**config.mk**
```make
export PLATFORM = sky130hd
export DESIGN_NAME = wb_group_arbiter_flat
export DESIGN_NICKNAME = d
export VERILOG_FILES = /design/src/rtl/wb_group_arbiter_pkg.sv /design/src/rtl/wb_group_arbiter_if.sv /design/src/rtl/wb_arb_select.sv /design/src/rtl/wb_group_arbiter.sv /design/src/flat_wrapper.sv
export SDC_FILE = /design/constraint.sdc
export NUM_CORES = 1
export LEC_CHECK = 0
export CORE_AREA = 2 2 95 97
export CTS_CLUSTER_DIAMETER = 30
export CTS_CLUSTER_SIZE = 14
export DETAILED_ROUTE_END_ITERATION = 8
export DIE_AREA = 0 0 97 99
export PLACE_DENSITY = 0.87
export SKIP_LAST_GASP = 1
export SLEW_MARGIN = 20
export SYNTH_ARGS = -nofsm -noshare
export SYNTH_HDL_FRONTEND = slang
export SYNTH_SLANG_ARGS = --single-unit
```
**constraint.sdc**
```tcl
create_clock -name clk -period 13.8 [get_ports clk]
set_input_delay 2.76 -clock clk [delete_from_list [all_inputs] [get_ports clk]]
set_output_delay 2.76 -clock clk [all_outputs]
set_load 0.02 [all_outputs]
```
**src/rtl/wb_group_arbiter_pkg.sv**
```systemverilog
// Shared types for the group-1 writeback arbiter: ID/packet bundle and policy select.
package wb_group_arbiter_pkg;

    localparam int unsigned LOG2_MAX_IDS = 3;
    localparam int unsigned XLEN         = 32;

    typedef logic [LOG2_MAX_IDS-1:0] id_t;

    typedef enum logic [0:0] {
        WB_ARB_OLDEST,
        WB_ARB_ROUND_ROBIN
    } wb_arb_policy_t;

    typedef struct packed {
        logic            valid;
        id_t             id;
        logic [XLEN-1:0] data;
    } wb_packet_t;

endpackage

```
**src/rtl/wb_group_arbiter_if.sv**
```systemverilog
// Unit-result handshake plus registered group-1 writeback bundle.
interface wb_group_arbiter_if
    import wb_group_arbiter_pkg::*;
#(
    parameter int unsigned NUM_UNITS = 4,
    parameter int unsigned ID_W      = LOG2_MAX_IDS,
    parameter int unsigned DATA_W    = XLEN
);
    logic [NUM_UNITS-1:0]             unit_done;
    logic [NUM_UNITS-1:0][ID_W-1:0]   unit_id;
    logic [NUM_UNITS-1:0][DATA_W-1:0] unit_data;
    logic [NUM_UNITS-1:0]             unit_ack;
    logic [ID_W-1:0]                  oldest_id;
    logic                             wb_hold;
    logic                             wb_valid;
    logic [ID_W-1:0]                  wb_id;
    logic [DATA_W-1:0]                wb_data;
    logic [15:0]                      grant_count;

    // Arbiter side
    modport slave (
        input  unit_done, unit_id, unit_data, oldest_id, wb_hold,
        output unit_ack, wb_valid, wb_id, wb_data, grant_count
    );

    // Execution units / ID management side
    modport master (
        output unit_done, unit_id, unit_data, oldest_id, wb_hold,
        input  unit_ack, wb_valid, wb_id, wb_data, grant_count
    );
endinterface

```
**src/rtl/wb_arb_select.sv**
```systemverilog
// Combinational grant selection: oldest-age min-reduction or rotated priority encoder.
module wb_arb_select
    import wb_group_arbiter_pkg::*;
#(
    parameter int unsigned    NUM_UNITS = 4,
    parameter int unsigned    ID_W      = 3,
    parameter int unsigned    IDX_W     = 2,
    parameter wb_arb_policy_t POLICY    = WB_ARB_OLDEST
) (
    input  logic [NUM_UNITS-1:0]           req,
    input  logic [NUM_UNITS-1:0][ID_W-1:0] unit_id,
    input  logic [ID_W-1:0]                oldest_id,
    input  logic [IDX_W-1:0]               rr_ptr,
    output logic [NUM_UNITS-1:0]           grant,
    output logic                           grant_valid,
    output logic [IDX_W-1:0]               grant_idx
);
    logic [ID_W-1:0] age;
    logic [ID_W-1:0] best_age;
    int unsigned     j;

    always_comb begin
        grant       = '0;
        grant_valid = 1'b0;
        grant_idx   = '0;
        age         = '0;
        best_age    = '0;
        j           = 0;
        if (POLICY == WB_ARB_OLDEST) begin
            // Wrapping distance from the oldest ID; strict < keeps the lowest index on ties
            for (int unsigned i = 0; i < NUM_UNITS; i++) begin
                age = unit_id[i] - oldest_id;
                if (req[i] && (!grant_valid || age < best_age)) begin
                    grant_valid = 1'b1;
                    best_age    = age;
                    grant_idx   = IDX_W'(i);
                end
            end
        end else begin
            for (int unsigned k = 0; k < NUM_UNITS; k++) begin
                j = 32'(rr_ptr) + k;
                if (j >= NUM_UNITS) j = j - NUM_UNITS;
                if (req[IDX_W'(j)] && !grant_valid) begin
                    grant_valid = 1'b1;
                    grant_idx   = IDX_W'(j);
                end
            end
        end
        if (grant_valid) grant[grant_idx] = 1'b1;
    end
endmodule

```
**src/rtl/wb_group_arbiter.sv**
```systemverilog
// Writeback group-1 arbiter: picks one finished unit per cycle and registers its packet.
module wb_group_arbiter
    import wb_group_arbiter_pkg::*;
#(
    parameter int unsigned    NUM_UNITS = 4,
    parameter int unsigned    ID_W      = LOG2_MAX_IDS,
    parameter int unsigned    DATA_W    = XLEN,
    parameter wb_arb_policy_t POLICY    = WB_ARB_OLDEST
) (
    input logic               clk,
    input logic               rst,
    wb_group_arbiter_if.slave bus
);
    localparam int unsigned IDX_W = (NUM_UNITS > 1) ? $clog2(NUM_UNITS) : 1;

    typedef struct packed {
        logic              valid;
        logic [ID_W-1:0]   id;
        logic [DATA_W-1:0] data;
    } out_pkt_t;

    logic [NUM_UNITS-1:0] req;
    logic [NUM_UNITS-1:0] grant;
    logic                 grant_valid;
    logic [IDX_W-1:0]     grant_idx;
    logic [IDX_W-1:0]     rr_ptr_q, rr_ptr_d;
    out_pkt_t             wb_q, wb_d;
    logic [15:0]          grant_count_q, grant_count_d;

    assign req = bus.unit_done & {NUM_UNITS{~(bus.wb_hold | rst)}};

    wb_arb_select #(
        .NUM_UNITS (NUM_UNITS),
        .ID_W      (ID_W),
        .IDX_W     (IDX_W),
        .POLICY    (POLICY)
    ) u_select (
        .req         (req),
        .unit_id     (bus.unit_id),
        .oldest_id   (bus.oldest_id),
        .rr_ptr      (rr_ptr_q),
        .grant       (grant),
        .grant_valid (grant_valid),
        .grant_idx   (grant_idx)
    );

    always_comb begin
        rr_ptr_d      = rr_ptr_q;
        wb_d          = wb_q;
        wb_d.valid    = grant_valid;
        grant_count_d = grant_count_q;
        if (grant_valid) begin
            wb_d.id   = bus.unit_id[grant_idx];
            wb_d.data = bus.unit_data[grant_idx];
            rr_ptr_d  = (grant_idx == IDX_W'(NUM_UNITS - 1)) ? '0 : grant_idx + 1'b1;
            if (grant_count_q != 16'hFFFF) grant_count_d = grant_count_q + 16'd1;
        end
    end

    always_ff @(posedge clk) begin
        if (rst) begin
            rr_ptr_q      <= '0;
            wb_q          <= '0;
            grant_count_q <= '0;
        end else begin
            rr_ptr_q      <= rr_ptr_d;
            wb_q          <= wb_d;
            grant_count_q <= grant_count_d;
        end
    end

    assign bus.unit_ack    = grant;
    assign bus.wb_valid    = wb_q.valid;
    assign bus.wb_id       = wb_q.id;
    assign bus.wb_data     = wb_q.data;
    assign bus.grant_count = grant_count_q;
endmodule

```
**src/flat_wrapper.sv**
```systemverilog
// flat-port wrapper written by rule: the top's interface ports become plain ports
module wb_group_arbiter_flat import wb_group_arbiter_pkg::*;
#(
    parameter int unsigned    NUM_UNITS = 4,
    parameter int unsigned    ID_W      = LOG2_MAX_IDS,
    parameter int unsigned    DATA_W    = XLEN,
    parameter wb_arb_policy_t POLICY    = WB_ARB_OLDEST
)
  (clk, rst, bus_unit_done, bus_unit_id, bus_unit_data, bus_oldest_id, bus_wb_hold, bus_unit_ack, bus_wb_valid, bus_wb_id, bus_wb_data, bus_grant_count);
  wb_group_arbiter_if #(.NUM_UNITS(NUM_UNITS), .ID_W(ID_W), .DATA_W(DATA_W)) bus_i ();
  input logic clk;
  input logic rst;
  input wire logic [$bits(bus_i.unit_done)-1:0] bus_unit_done;
  input wire logic [$bits(bus_i.unit_id)-1:0] bus_unit_id;
  input wire logic [$bits(bus_i.unit_data)-1:0] bus_unit_data;
  input wire logic [$bits(bus_i.oldest_id)-1:0] bus_oldest_id;
  input wire logic [$bits(bus_i.wb_hold)-1:0] bus_wb_hold;
  output wire logic [$bits(bus_i.unit_ack)-1:0] bus_unit_ack;
  output wire logic [$bits(bus_i.wb_valid)-1:0] bus_wb_valid;
  output wire logic [$bits(bus_i.wb_id)-1:0] bus_wb_id;
  output wire logic [$bits(bus_i.wb_data)-1:0] bus_wb_data;
  output wire logic [$bits(bus_i.grant_count)-1:0] bus_grant_count;
  assign bus_i.unit_done = bus_unit_done;
  assign bus_i.unit_id = bus_unit_id;
  assign bus_i.unit_data = bus_unit_data;
  assign bus_i.oldest_id = bus_oldest_id;
  assign bus_i.wb_hold = bus_wb_hold;
  assign bus_unit_ack = bus_i.unit_ack;
  assign bus_wb_valid = bus_i.wb_valid;
  assign bus_wb_id = bus_i.wb_id;
  assign bus_wb_data = bus_i.wb_data;
  assign bus_grant_count = bus_i.grant_count;
  wb_group_arbiter #(.NUM_UNITS(NUM_UNITS), .ID_W(ID_W), .DATA_W(DATA_W), .POLICY(POLICY)) u_core (.clk(clk), .rst(rst), .bus(bus_i));
endmodule
```
After elaboration in Yosys (flattened, before gate mapping)
Cells that the tools add are included.
{ "op_classes": {"add_sub_neg": 5, "mux": 17, "eq_ne": 1, "bitwise": 3, "reduce_logical": 11, "div": 0, "mul": 0, "order_cmp": 5, "shifts": 0} }
{ "op_table": {"columns": ["cell", "n"], "rows": [
  ["$bmux 32 s2", 1],
  ["$mux 32", 1],
  ["$add 16x1->16 const B", 1],
  ["$ne 16x16->1 const B", 1],
  ["$mux 3", 4],
  ["$sub 3x3->3", 4],
  ["$lt 3x3->1", 3],
  ["$bmux 3 s2", 1],
  ["$mux 1", 6],
  ["$and 4x4->4", 1],
  ["$logic_and 1x1->1", 4],
  ["$mux 2", 2],
  ["$mux 4", 1],
  ["$logic_not 1->1", 3],
  ["$logic_or 1x1->1", 3],
  ["$lt 2x3->1 const B", 1],
  ["$demux 1 s2", 1],
  ["$ge 2x1->1 const B", 1],
  ["$reduce_and 2->1", 1],
  ["$not 1->1", 1],
  ["$or 1x1->1", 1]
]} }
{ "word_totals": {"register_bits": 52, "mem_bits_ro": 0, "out_inout_bits": 56, "word_cells": 46, "input_bits": 150, "n_memories": 0, "ramBits": 0, "latch_bits": 0} }

Longest topological paths before layout
{ "depth": {"depth_word": 21, "ltp_mapped": 30, "depth_no_buf": 26} }

By module
A second synthesis with hierarchy kept.
{ "hier_totals": {"cells_unflattened": 363, "hier_area_um2": 3806.2} }
{ "by_module_without_submodules": {"columns": ["mod", "seq_area_each_um2", "cells_per_inst", "n_inst", "area_per_inst_um2"], "rows": [
  ["wb_group_arbiter", 1081.0, 270, 1, 3054.2],
  ["wb_arb_select", 0.0, 93, 1, 752.0]
]} }

Worst setup path before layout
No wires, ideal clock.
{ "synth_timing": {"kind": "input -> output", "start": "in bus_unit_id[0]", "end": "out bus_unit_ack[0]", "setup_slack_ns": 2.973, "t_arrival_ns": 8.067, "path_buffers": 3, "required_time_ns": 11.040, "stages": 28, "cell_sequence": "inv_1 > ha_1 > inv_1 > fa_1 > xor2_1 > xnor2_1 > and3_1 > inv_1 > ha_1 > a21oi_1 > o211ai_1 > nor2_1 > buf_2 > mux2_2 > ha_1 > o21ai_1 > a21oi_1 > o22ai_2 > buf_2 > inv_1 > mux2i_1 > ha_1 > o21a_1 > nor2_1 > o311a_1 > o31a_1 > buf_2 > nor4_1"} }
{ "synth_via": {"elab_chain_cells": 19, "word_cells_on_any_way": 27, "cone_classes": "add/sub: 1; order compare: 5; mux: 12; reduce/logical: 9"} }
{ "synth_rtl": {"columns": ["item", "line", "source"], "rows": [
  ["start: declaration", "flat_wrapper.sv:14", "input wire logic [$bits(bus_i.unit_id)-1:0] bus_unit_id;"],
  ["$sub 3x3->3 *", "wb_arb_select.sv:32", "age = unit_id[i] - oldest_id;"],
  ["$mux 3 *", "wb_arb_select.sv:33", "if (req[i] && (!grant_valid || age < best_age)) begin"],
  ["$lt 3x3->1", "wb_arb_select.sv:33", null],
  ["$logic_or 1x1->1", "wb_arb_select.sv:33", null],
  ["$logic_and 1x1->1", "wb_arb_select.sv:33", null],
  ["$mux 3 or $mux 1 (tied branches)", "wb_arb_select.sv:33", null],
  ["$lt 3x3->1 or $logic_not 1->1 (tied branches)", "wb_arb_select.sv:33", null],
  ["$logic_or 1x1->1", "wb_arb_select.sv:33", null],
  ["[3 not listed]", null, null],
  ["$logic_or 1x1->1", "wb_arb_select.sv:33", null],
  ["$logic_and 1x1->1", "wb_arb_select.sv:33", null],
  ["$mux 2", "wb_arb_select.sv:33", null],
  ["$lt 2x3->1 (not written as such) or $ge 2x1->1 (tied branches)", "wb_arb_select.sv:49", "if (grant_valid) grant[grant_idx] = 1'b1;"],
  ["$logic_and 1x1->1 (not written as such)", "wb_arb_select.sv:49", null],
  ["$mux 1 (not written as such)", "wb_arb_select.sv:49", null],
  ["$demux 1 s2", null, null],
  ["$mux 4 *", "wb_arb_select.sv:49", null],
  ["end: declaration", "flat_wrapper.sv:18", "output wire logic [$bits(bus_i.unit_ack)-1:0] bus_unit_ack;"]
]} }
Mark *: on every way between the ends. The rest lies on a longest branch, timed or not.

Worst setup path after layout
{ "layout_timing": {"start": "in rst", "end": "out bus_unit_ack[0]"} }
{ "layout_via": {"elab_chain_cells": 21, "word_cells_on_any_way": 31, "cone_classes": "order compare: 5; mux: 13; bitwise: 3; reduce/logical: 10"} }
{ "layout_rtl": {"columns": ["item", "line", "source"], "rows": [
  ["start: declaration", "flat_wrapper.sv:12", "input logic rst;"],
  ["$or 1x1->1 *", "wb_group_arbiter.sv:30", "assign req = bus.unit_done & {NUM_UNITS{~(bus.wb_hold | rst)}};"],
  ["$not 1->1 *", "wb_group_arbiter.sv:30", null],
  ["$and 4x4->4 *", "wb_group_arbiter.sv:30", null],
  ["$mux 3 or $mux 1 (tied branches)", "wb_arb_select.sv:33", null],
  ["$lt 3x3->1 or $logic_not 1->1 (tied branches)", "wb_arb_select.sv:33", null],
  ["$logic_or 1x1->1", "wb_arb_select.sv:33", null],
  ["$logic_and 1x1->1", "wb_arb_select.sv:33", null],
  ["$mux 3 or $mux 1 (tied branches)", "wb_arb_select.sv:33", null],
  ["[5 not listed]", null, null],
  ["$logic_or 1x1->1", "wb_arb_select.sv:33", null],
  ["$logic_and 1x1->1", "wb_arb_select.sv:33", null],
  ["$mux 2", "wb_arb_select.sv:33", null],
  ["$lt 2x3->1 (not written as such) or $ge 2x1->1 (tied branches)", "wb_arb_select.sv:49", null],
  ["$logic_and 1x1->1 (not written as such)", "wb_arb_select.sv:49", null],
  ["$mux 1 (not written as such)", "wb_arb_select.sv:49", null],
  ["$demux 1 s2", null, null],
  ["$mux 4 *", "wb_arb_select.sv:49", null]
]} }
Marks and branches as above.

==> flow_results.xml <==
<?xml version="1.0" encoding="UTF-8"?>
<metrics>
  <group name="grt">
    <metric name="largest_net_degree_at_the_start_of_global_routing" unit="">41</metric>
    <metric name="grt_pass1_vias" unit="">3844</metric>
    <metric name="first_pass_grt_wire_length" unit="µm">18610</metric>
    <metric name="grt_util_all_layers" unit="">0.2350</metric>
    <metric name="grt_antenna_before_repair" unit="">0</metric>
    <metric name="grt_overflow" unit="">0</metric>
  </group>
  <group name="setup_path">
    <metric name="worstPathMaxFanout" unit="">40</metric>
    <metric name="cp.buffers_inverters" unit="">6</metric>
    <metric name="worstSetupPathType" unit="">in -&gt; out</metric>
    <metric name="crit_path_max_incr_delay" unit="ns">0.81</metric>
    <metric name="timing.critical_path.to_type" unit="">output port</metric>
    <metric name="cp-start-kind" unit="">primary input</metric>
    <metric name="critical_path_required" unit="ns">11.04</metric>
    <metric name="worst_path_dominant_cell_family" unit="">buffers and inverters</metric>
    <metric name="worst-endpoint-arrival" unit="ns">9.80</metric>
    <metric name="timing.critical_path.slowest_stage_cell" unit="">sky130_fd_sc_hd__clkdlybuf4s50_1</metric>
  </group>
  <group name="synth">
    <metric name="synth_top_family_by_area" unit="">multiplexers</metric>
    <metric name="synth_compound_area_frac" unit="">0.2015</metric>
    <metric name="synthFlopType" unit="">sky130_fd_sc_hd__dfxtp_1</metric>
    <metric name="synthAdderAreaFrac" unit="">0.06151</metric>
    <metric name="netlist_instances" unit="">368</metric>
    <metric name="synth.top_cells.by_area" unit="">sky130_fd_sc_hd__dfxtp_1 (29%), sky130_fd_sc_hd__mux2i_1 (11%), sky130_fd_sc_hd__mux2_2 (11%), sky130_fd_sc_hd__a32oi_1 (8.7%), sky130_fd_sc_hd__o21ai_1 (5.2%)</metric>
    <metric name="synth_xor_xnor_area_share" unit="">0.05196</metric>
    <metric name="netlist_area_before_placement" unit="µm²">3540</metric>
    <metric name="synth_enable_flop_cells" unit="">0</metric>
    <metric name="syn_avg_cell_area" unit="µm²">9.619</metric>
    <metric name="yosysWarningCount" unit="">0</metric>
    <metric name="synth_largest_type_area_fraction" unit="">0.2941</metric>
    <metric name="synth.area.mux_share" unit="">0.2216</metric>
    <metric name="ys_ff_latch" unit="">52</metric>
    <metric name="async_flop_share" unit="">0</metric>
    <metric name="post-synth-top-area-cell" unit="">sky130_fd_sc_hd__dfxtp_1</metric>
    <metric name="post_synth_num_cell_types" unit="">48</metric>
    <metric name="syn-num-nets" unit="">533</metric>
    <metric name="synth_simple_gate_area_share" unit="">0.09968</metric>
    <metric name="synth_sequential_area_ratio" unit="">0.2941</metric>
  </group>
  <group name="clock_network">
    <metric name="cts-hold-fix-buffers" unit="">0</metric>
    <metric name="cts-root-buf" unit="">sky130_fd_sc_hd__clkbuf_8</metric>
    <metric name="cts_buffers" unit="">5</metric>
    <metric name="post_cts_buffers" unit="">0</metric>
    <metric name="clk_latency" unit="ns">0.30</metric>
    <metric name="post_cts.resized_instances" unit="">0</metric>
    <metric name="cts-root-to-sink-buffers" unit="">2</metric>
    <metric name="cts_num_sinks" unit="">52</metric>
    <metric name="clk_pin_slew_worst_paths" unit="ns">0.10</metric>
    <metric name="clock_tree.htree_level_count" unit="">2</metric>
    <metric name="tritoncts" unit="">built</metric>
  </group>
  <group name="drt">
    <metric name="wl_per_cell" unit="µm">17.35</metric>
    <metric name="vias" unit="">3653</metric>
    <metric name="first_pass_iters" unit="">4</metric>
    <metric name="wl" unit="µm">11540</metric>
    <metric name="drt_first_iter_violations" unit="">129</metric>
    <metric name="drc_errors" unit="">0</metric>
    <metric name="number_of_vias_per_cell" unit="">5.493</metric>
    <metric name="detail-route-antenna-nets" unit="">0</metric>
  </group>
  <group name="flow_run">
    <metric name="maximum_capacitance_violations" unit="">0</metric>
  </group>
  <group name="timing">
    <metric name="report.final.slew_viol_count" unit="">0</metric>
    <metric name="worst_slew_pin_slew" unit="ns">1.138</metric>
    <metric name="timing.final.crit_period" unit="ns">12.56</metric>
    <metric name="setup-tns-final" unit="ns">0</metric>
    <metric name="period_share" unit="">0.9103</metric>
    <metric name="final.setup.worst_slack" unit="ns">1.238</metric>
    <metric name="final.setup_skew" unit="ns">0.004082</metric>
    <metric name="finalSetupViolCount" unit="">0</metric>
    <metric name="grt_setup_unrepaired" unit="">no</metric>
    <metric name="fmax" unit="MHz">79.61</metric>
    <metric name="timing.max_slew.rel_slack" unit="">0.2364</metric>
    <metric name="finalHoldViolations" unit="">0</metric>
  </group>
  <group name="cells_and_area">
    <metric name="design.final.nets" unit="">721</metric>
    <metric name="fin_area" unit="µm²">5708</metric>
    <metric name="fraction_of_final_layout_cells_sized_beyond_drive_strength_1" unit="">0.1113</metric>
    <metric name="synthToLayoutAreaGrowth" unit="%">61.26</metric>
    <metric name="antenna_cells" unit="">0</metric>
    <metric name="finalNonFillerCells" unit="">665</metric>
  </group>
  <group name="placement">
    <metric name="setup_ws_pre_cts" unit="ns">1.202</metric>
    <metric name="placedCellCount" unit="">657</metric>
    <metric name="gp_congestion" unit="">0.8757</metric>
    <metric name="placed_area" unit="µm²">5600</metric>
    <metric name="io_buffers" unit="">205</metric>
    <metric name="hpwl" unit="µm">8854</metric>
  </group>
  <group name="die">
    <metric name="die_area" unit="µm²">9603</metric>
    <metric name="die_x_extent" unit="µm">97</metric>
    <metric name="core_area" unit="µm²">8551</metric>
    <metric name="std_cell_rows" unit="">34</metric>
    <metric name="die-height" unit="µm">99</metric>
    <metric name="design.portCount" unit="">206</metric>
    <metric name="initial_utilization" unit="">0.4140</metric>
  </group>
  <group name="pwr">
    <metric name="leakage" unit="nW">2.000</metric>
    <metric name="power.ir.vdd_worst" unit="µV">40.09</metric>
    <metric name="power.density_cell_area" unit="nW/µm²">79.36</metric>
  </group>
  <group name="outcome">
    <metric name="status" unit="">finished, final reports clean</metric>
  </group>
  <group name="worst_hold_path">
    <metric name="timing.hold.worst.class" unit="">reg -&gt; reg</metric>
  </group>
</metrics>
-- per-layer routing --
metal / up-vias / GRT usage / share of wire
met1: 1697 / 0.2626 / 0.37
met5: - / 0 / 0
met3: 17 / 0.05106 / 0.082
li1: 1758 / - / -
met2: 181 / 0.4423 / 0.53
met4: 0 / 0.07692 / 0.019
-- state kept, by name, summed over array words and instances (netlist names) --
| name | count |
|---|---|
| u_core.bus.wb_data | 32 |
| u_core.bus.grant_count | 16 |
| u_core.bus.wb_id | 3 |
| u_core.bus.wb_valid | 1 |
-- cell usage in the layout (no fill, tap or decap), types with 3 or more instances in the layout --
cell type | synthesis | routed
sky130_fd_sc_hd__o21ai_1 | 37 | 37
sky130_fd_sc_hd__dfxtp_1 | 52 | 52
sky130_fd_sc_hd__nand2_1 | 8 | 8
sky130_fd_sc_hd__mux2i_1 | 39 | 39
sky130_fd_sc_hd__clkbuf_8 | 0 | 5
sky130_fd_sc_hd__a21oi_1 | 5 | 5
sky130_fd_sc_hd__xnor2_1 | 10 | 10
sky130_fd_sc_hd__inv_1 | 17 | 17
sky130_fd_sc_hd__buf_4 | 7 | 4
sky130_fd_sc_hd__nor2_1 | 20 | 19
sky130_fd_sc_hd__nand3_1 | 8 | 8
sky130_fd_sc_hd__nor3_2 | 5 | 5
sky130_fd_sc_hd__fa_1 | 4 | 4
sky130_fd_sc_hd__clkdlybuf4s50_1 | 0 | 205
sky130_fd_sc_hd__ha_1 | 11 | 11
sky130_fd_sc_hd__a211oi_1 | 3 | 3
sky130_fd_sc_hd__and3_1 | 6 | 6
sky130_fd_sc_hd__mux2_2 | 34 | 34
sky130_fd_sc_hd__xor2_1 | 11 | 11
sky130_fd_sc_hd__a32oi_1 | 35 | 35
sky130_fd_sc_hd__nand4_1 | 3 | 3
-- cell families (layout without fill, tap and decap cells) --
logic type	Yosys count	in the layout
buffers and inverters	48	237
flip-flops	52	52
adder cells (fa/ha/maj)	15	15
AO/OA/AOI/OAI	95	95
multiplexers	74	74
AND/OR/NAND/NOR	63	63
XOR/XNOR	21	21
-- synthesized netlist by cell type, types with 8 or more instances --
cell	instances
sky130_fd_sc_hd__clkbuf_1	9
sky130_fd_sc_hd__mux2i_1	39
sky130_fd_sc_hd__xnor2_1	10
sky130_fd_sc_hd__ha_1	11
sky130_fd_sc_hd__xor2_1	11
sky130_fd_sc_hd__o21ai_1	37
sky130_fd_sc_hd__a32oi_1	35
sky130_fd_sc_hd__nand2_1	8
sky130_fd_sc_hd__dfxtp_1	52
sky130_fd_sc_hd__mux2_2	34
sky130_fd_sc_hd__buf_2	8
sky130_fd_sc_hd__nand3_1	8
sky130_fd_sc_hd__inv_1	17
sky130_fd_sc_hd__nor2_1	20
-- where the power goes --
| group | leakage, nW | internal (W) | switching [W] |
|---|---|---|---|
| logic | 1.52 | 0.0000968 | 0.0000789 |
| clock network | 0.0552 | 0.0000539 | 0.0000508 |
| registers | 0.428 | 0.000165 | 0.00000772 |
| total | 2.00 | 0.000316 | 0.000137 |
-- worst paths after layout --
path / startpoint / end / slack (ns) / cells after the start
worst max-delay path: rst / bus_unit_ack[0] / 1.24 / 25
worst min register to register: u_core.bus.wb_data[26] / u_core.bus.wb_data[26] / 0.50 / 2
worst min-delay path: u_core.bus.wb_data[26] / u_core.bus.wb_data[26] / 0.50 / 2
worst max register to register: u_core.bus.grant_count[0] / u_core.bus.grant_count[13] / 11.71 / 7
-- worst register-to-register path: stages (launching register included) --
cell                        delay (ns)
sky130_fd_sc_hd__dfxtp_1          0.39
sky130_fd_sc_hd__ha_1             0.23
sky130_fd_sc_hd__nand2_1          0.12
sky130_fd_sc_hd__or4b_4           0.57
sky130_fd_sc_hd__o2111ai_4        0.35
sky130_fd_sc_hd__nor3_2           0.08
sky130_fd_sc_hd__xnor2_1          0.15
sky130_fd_sc_hd__nor2_1           0.06
-- through the flow --
stage	hold slack [ns]	total power, W	utilization
6_report	0.5028	0.0004530	0.6675
3_5_place_dp	0.4856	0.0003519	0.6550
5_1_grt	0.5297	0.0004741	0.6675
4_1_cts	0.5096	0.0004563	0.6675
3_3_place_gp	0.4784	0.0003453	0.6550
2_1_floorplan	0.5753	0.0002606	-
-- cell type report --
| cell class | instances | area [µm²] |
|---|---|---|
| multi-input combinational | 268 | 2267 |
| tap | 108 | 135.1 |
| timing repair buffer | 209 | 2082 |
| inverter | 20 | 75.07 |
| clock buffer | 6 | 72.57 |
| fill | 652 | 2843 |
| sequential | 52 | 1041 |
| clock inverter | 2 | 35.03 |
Note: power is estimated with default switching activity, not from simulation.
